$ cat src/rtl/gate_bist_ctrl.sv
`default_nettype none
// ============================================================================
// Module   : gate_bist_ctrl
// Purpose  : Built-in self-test initiator for the two-input logic-gate unit.
//            Sweeps the four {a,b} patterns NUM_PASSES times, waits
//            SETTLE_CYCLES after each drive, samples the six gate responses
//            and compares them with locally computed expected values.
// Ports    : clk, rst (async, active-high)
//            start            - begin a run (only looked at in IDLE)
//            a_out, b_out     - registered stimulus to the gate unit
//            and_g .. nand_g  - gate unit responses
//            busy             - high in DRIVE / SETTLE / CHECK
//            done             - one-cycle completion pulse
//            pass             - last run had no mismatches
//            err_cnt          - saturating count of mismatching samples
//            fail_vec         - sticky per-gate fail bits
//                               [0]and [1]or [2]not_a [3]xor [4]xnor [5]nand
//            first_fail_pat   - {a,b} of first mismatching sample
// Options  : GATE_BIST_STOP_ON_FAIL_EN - end the run at the first failing
//            CHECK instead of completing the sweep.
// Revision : 1.0 - initial release
// ============================================================================
module gate_bist_ctrl #(
  parameter int NUM_PASSES    = 1,
  parameter int SETTLE_CYCLES = 1,
  parameter int ERR_CNT_W     = 4
) (
  input  logic                 clk,
  input  logic                 rst,
  input  logic                 start,
  output logic                 a_out,
  output logic                 b_out,
  input  logic                 and_g,
  input  logic                 or_g,
  input  logic                 not_a_g,
  input  logic                 xor_g,
  input  logic                 xnor_g,
  input  logic                 nand_g,
  output logic                 busy,
  output logic                 done,
  output logic                 pass,
  output logic [ERR_CNT_W-1:0] err_cnt,
  output logic [5:0]           fail_vec,
  output logic [1:0]           first_fail_pat
);

  // Settle counter needs at least one bit even when settling is disabled.
  localparam int SW = (SETTLE_CYCLES > 0) ? $clog2(SETTLE_CYCLES + 1) : 1;
  localparam int PW = $clog2(NUM_PASSES + 1);

  localparam logic [SW-1:0] C_SETTLE_LAST =
    SW'((SETTLE_CYCLES > 0) ? (SETTLE_CYCLES - 1) : 0);
  localparam logic [PW-1:0]        C_PASS_LAST = PW'(NUM_PASSES - 1);
  localparam logic [ERR_CNT_W-1:0] C_ERR_MAX   = '1;

  typedef enum logic [2:0] {
    S_IDLE   = 3'd0,
    S_DRIVE  = 3'd1,
    S_SETTLE = 3'd2,
    S_CHECK  = 3'd3,
    S_DONE   = 3'd4
  } state_t;

  state_t          r_state;
  state_t          w_next;
  logic [1:0]      r_pat;
  logic [PW-1:0]   r_pass_cnt;
  logic [SW-1:0]   r_settle_cnt;

  logic [5:0]      w_exp;
  logic [5:0]      w_resp;
  logic [5:0]      w_mismatch;
  logic            w_fail;
  logic            w_last_pat;
  logic            w_last_pass;

  // Expected responses use the stimulus currently presented to the gate unit.
  assign w_exp = {~(a_out & b_out), ~(a_out ^ b_out), a_out ^ b_out,
                  ~a_out, a_out | b_out, a_out & b_out};
  assign w_resp      = {nand_g, xnor_g, xor_g, not_a_g, or_g, and_g};
  assign w_mismatch  = w_exp ^ w_resp;
  assign w_fail      = |w_mismatch;
  assign w_last_pat  = (r_pat == 2'b11);
  assign w_last_pass = (r_pass_cnt == C_PASS_LAST);

  // --------------------------------------------------------------------------
  // State register
  // --------------------------------------------------------------------------
  always_ff @(posedge clk or posedge rst) begin
    if (rst) r_state <= S_IDLE;
    else     r_state <= w_next;
  end

  // --------------------------------------------------------------------------
  // Next-state and status outputs
  // --------------------------------------------------------------------------
  always_comb begin
    w_next = r_state;
    busy   = 1'b0;
    done   = 1'b0;
    case (r_state)
      S_IDLE: begin
        if (start) w_next = S_DRIVE;
      end
      S_DRIVE: begin
        busy = 1'b1;
        if (SETTLE_CYCLES > 0) w_next = S_SETTLE;
        else                   w_next = S_CHECK;
      end
      S_SETTLE: begin
        busy = 1'b1;
        if (r_settle_cnt == C_SETTLE_LAST) w_next = S_CHECK;
      end
      S_CHECK: begin
        busy = 1'b1;
        if (w_last_pat && w_last_pass) w_next = S_DONE;
        else                           w_next = S_DRIVE;
`ifdef GATE_BIST_STOP_ON_FAIL_EN
        if (w_fail) w_next = S_DONE;
`endif
      end
      S_DONE: begin
        done   = 1'b1;
        w_next = S_IDLE;
      end
      default: w_next = S_IDLE;
    endcase
  end

  // --------------------------------------------------------------------------
  // Stimulus, counters and result registers
  // --------------------------------------------------------------------------
  always_ff @(posedge clk or posedge rst) begin
    if (rst) begin
      a_out          <= 1'b0;
      b_out          <= 1'b0;
      pass           <= 1'b0;
      err_cnt        <= '0;
      fail_vec       <= '0;
      first_fail_pat <= '0;
      r_pat          <= '0;
      r_pass_cnt     <= '0;
      r_settle_cnt   <= '0;
    end else begin
      case (r_state)
        S_IDLE: begin
          if (start) begin
            r_pat          <= '0;
            r_pass_cnt     <= '0;
            err_cnt        <= '0;
            fail_vec       <= '0;
            first_fail_pat <= '0;
            pass           <= 1'b0;
          end
        end
        S_DRIVE: begin
          {a_out, b_out} <= r_pat;
          r_settle_cnt   <= '0;
        end
        S_SETTLE: begin
          r_settle_cnt <= r_settle_cnt + 1'b1;
        end
        S_CHECK: begin
          if (w_fail) begin
            if (err_cnt != C_ERR_MAX) err_cnt <= err_cnt + 1'b1;
            fail_vec <= fail_vec | w_mismatch;
            // err_cnt never returns to zero within a run, so zero marks
            // "no failure seen yet".
            if (err_cnt == '0) first_fail_pat <= {a_out, b_out};
          end
          r_pat <= r_pat + 2'd1;
          if (w_last_pat) r_pass_cnt <= r_pass_cnt + 1'b1;
          // Park the stimulus low for the DONE cycle.
          if (w_next == S_DONE) {a_out, b_out} <= 2'b00;
        end
        S_DONE: begin
          pass           <= (err_cnt == '0);
          {a_out, b_out} <= 2'b00;
        end
        default: ;
      endcase
    end
  end

endmodule
`default_nettype wire

$ cat config.mk
export PLATFORM = sky130hd
export DESIGN_NAME = gate_bist_ctrl
export DESIGN_NICKNAME = d
export VERILOG_FILES = /design/src/rtl/gate_bist_ctrl.sv
export SDC_FILE = /design/constraint.sdc
export NUM_CORES = 1
export LEC_CHECK = 0
export CORE_MARGIN = 2
export CORE_UTILIZATION = 50
export CTS_CLUSTER_DIAMETER = 100
export CTS_CLUSTER_SIZE = 10
export DETAILED_ROUTE_END_ITERATION = 10
export GPL_ROUTABILITY_DRIVEN = 0
export MAX_ROUTING_LAYER = met4
export PLACE_DENSITY = 0.77
export REMOVE_ABC_BUFFERS = 1
export SLEW_MARGIN = 10
export SYNTH_ARGS = -nofsm -noshare
export SYNTH_HDL_FRONTEND = slang
export SYNTH_SLANG_ARGS = --single-unit
$ cat constraint.sdc
create_clock -name clk -period 2.4 [get_ports clk]
set_input_delay 0.48 -clock clk [delete_from_list [all_inputs] [get_ports clk]]
set_output_delay 0.48 -clock clk [all_outputs]
set_load 0.1 [all_outputs]
==> reports/metrics.cfg <==
[timing]
finClkSkew_ps=6.55
setup_tns_ps=0
slew_viol_final=0
setup_viol=0
slew_headroom_pct=67.5
rsz0062_at_grt=false
max_slew.worst_pin.slew_ps=486
holdWs_ps=485
final_hold_viol_count=0
fin_crit_ps=2010
fmax_ghz=0.499
finalCritPeriodShare_pct=83.6

[finish]
n_fill_cell=192
area_growth_pct=23.3
fin_nets=164
n_antenna_cell=0
stdcell_count=179
layout-drive-gt1-share_pct=21.5

[yosys]
synth_edf_count=0
synth_seq_area_share_pct=44.4
syn-instance-count=123
synth_flop_cell=dfrtp_1
yosysUniqueCellTypes=35
ys_seq_elements=22
netlist_area_um2=1240
synthArstFlopShare_pct=100
yosys_warnings=0
avgSynthCellArea_um2=10.1

[global_routing]
grt_pass1_wl_mm=4.24
grt_usage_pct=21.0
gr-total-overflow=0
grt_pass1_vias=974
grt_max_degree=23
antenna_found_initial=0

[route]
drt_iter0_markers=15
via_count=964
detail-route-antenna-nets=0
drc_errors=0
first_pass_iters=4
wire_per_inst_um=14.2
wirelength_mm=2.54
drt-vias-per-instance=5.39

[die]
core_um2=2410
die_x_um=53.8
die_area_um2=2890
placementRows=18
initial_core_util_pct=51.5
io_pins=26
die_y_um=53.8

[setup_path]
cp-end-kind=primary output
rr_endpoint=err_cnt[0]$_DFFE_PP0P_
reg2reg_slack_ps=420
path_max_fanout=11
cp.required_ps=1920
start_kind=flop
reg2reg_from=a_out$_DFFE_PP0P_
crit_type=flop to primary output
cp_data_arrival_time_ps=1530
r2r_cells=6

[clock_network]
insertion_delay_ps=310
postCtsHoldBufs=0
cts_root_buf=clkbuf_4
cts_setup_buffers=0
clock_path_buffers=2
cts-resized-gates=0
cts_made_buffers=3
clock_sinks=22
htree_levels=1
clkTransAtPathRegs_ps=130
cts_tree=built

[flow_run]
maxCapViolCount=0

[place]
portBuffers=25
dp_hpwl_mm=1.90
dp_cells=175

[worst_hold_path]
hold_class=primary input to asynchronous set/reset pin

[outcome]
outcome=finished, final reports clean

worst max-delay path by stage:
stage,endpoint,start,slack [ps],cells past startpoint
6_report,done,r_state[0]$_DFF_PP0_,390,3
5_1_grt,err_cnt[0]$_DFFE_PP0P_,a_out$_DFFE_PP0P_,290,6
4_1_cts,done,r_state[0]$_DFF_PP0_,390,3
3_5_place_dp,err_cnt[0]$_DFFE_PP0P_,start,330,5
3_3_place_gp,err_cnt[0]$_DFFE_PP0P_,nand_g,370,5
2_1_floorplan,err_cnt[0]$_DFFE_PP0P_,a_out$_DFFE_PP0P_,-60,6
placed cells by master (no fill, tap or decap), drive strengths merged, types with 3 or more instances in the layout:
cell           synthesis  routed
nor3b                  3       3
xnor2                  5       5
ha                     5       5
nand2b                 3       3
a22o                   3       3
and2                   3       3
nand2                  6       6
buf                    5      19
dfrtp                 22      22
and3b                  3       3
o21ai                  8       8
inv                    7       7
clkdlybuf4s50          0       8
nor2                  17      17
mux2i                  3       3
clkbuf                 0       4
a21oi                  9       9
routing by layer:
layer | global-route usage [%] | routed length, um | up-vias
li1 | - | - | 473
met1 | 27.4 | 1180 | 458
met2 | 31.9 | 1210 | 26
met3 | 2.50 | 85 | 7
met4 | 10.7 | 65 | 0
met5 | - | 0 | -
state kept, by name, indices dropped and copies added, names as in the netlist:
name / count
fail_vec: 6
err_cnt: 4
r_state: 3
first_fail_pat: 2
r_pat: 2
a_out: 1
b_out: 1
pass: 1
r_pass_cnt: 1
r_settle_cnt: 1
cell families (layout without fill, tap and decap cells):
| kind of cell | count (synthesis) | in the layout | synth area share [%] |
|---|---|---|---|
| AOI/OAI and AO/OA | 27 | 27 | 14.6 |
| xor gates and xnor gates | 7 | 7 | 4.94 |
| adders and majority gates | 5 | 5 | 5.05 |
| buffers and inverters | 12 | 38 | 4.74 |
| DFF | 22 | 22 | 44.4 |
| muxes | 5 | 5 | 4.24 |
| and+or+nand+nor | 45 | 45 | 22.0 |
per-stage QoR:
step,worst slack [ps],instance area [um2],utilization [%]
floorplan,-55.3,1210,-
global placement,375,1490,61.9
detailed placement,327,1490,61.9
CTS,386,1530,63.4
global route,290,1530,63.4
finish,395,1530,63.4
worst max-delay path: stages, from the launching register on:
cell	delay [ps]
dfrtp_1	550
nor2_1	180
and2_1	270
buf_12	210
Yosys cell counts (2+ instances only):
cell type,count,area (um2)
dfrtp_1,22,551
nor2_1,17,63.8
a21oi_1,9,45.0
inv_1,7,26.3
o21ai_0,7,35.0
nand2_1,6,22.5
ha_1,5,62.6
xnor2_1,5,43.8
and2_1,3,18.8
and3b_1,3,26.3
buf_4,3,22.5
mux2i_1,3,30.0
nand2b_1,3,18.8
nor3b_1,3,22.5
a22o_1,2,17.5
buf_2,2,10.0
mux2_2,2,22.5
nor2b_1,2,12.5
o211ai_1,2,15.0
xor2_1,2,17.5
cell type report:
class / instances / area [um2] / area share, %
clock buffers: 4 / 36.3 / 2.37
flip-flops and latches: 22 / 551 / 36.0
multi-input cells: 89 / 631 / 41.2
well taps: 30 / 37.5 / 2.45
repair buffers: 27 / 248 / 16.2
inverters: 7 / 26.3 / 1.72
Power is not shown: default switching activity piles up to over one toggle a cycle in this logic, so the estimate is an artifact.
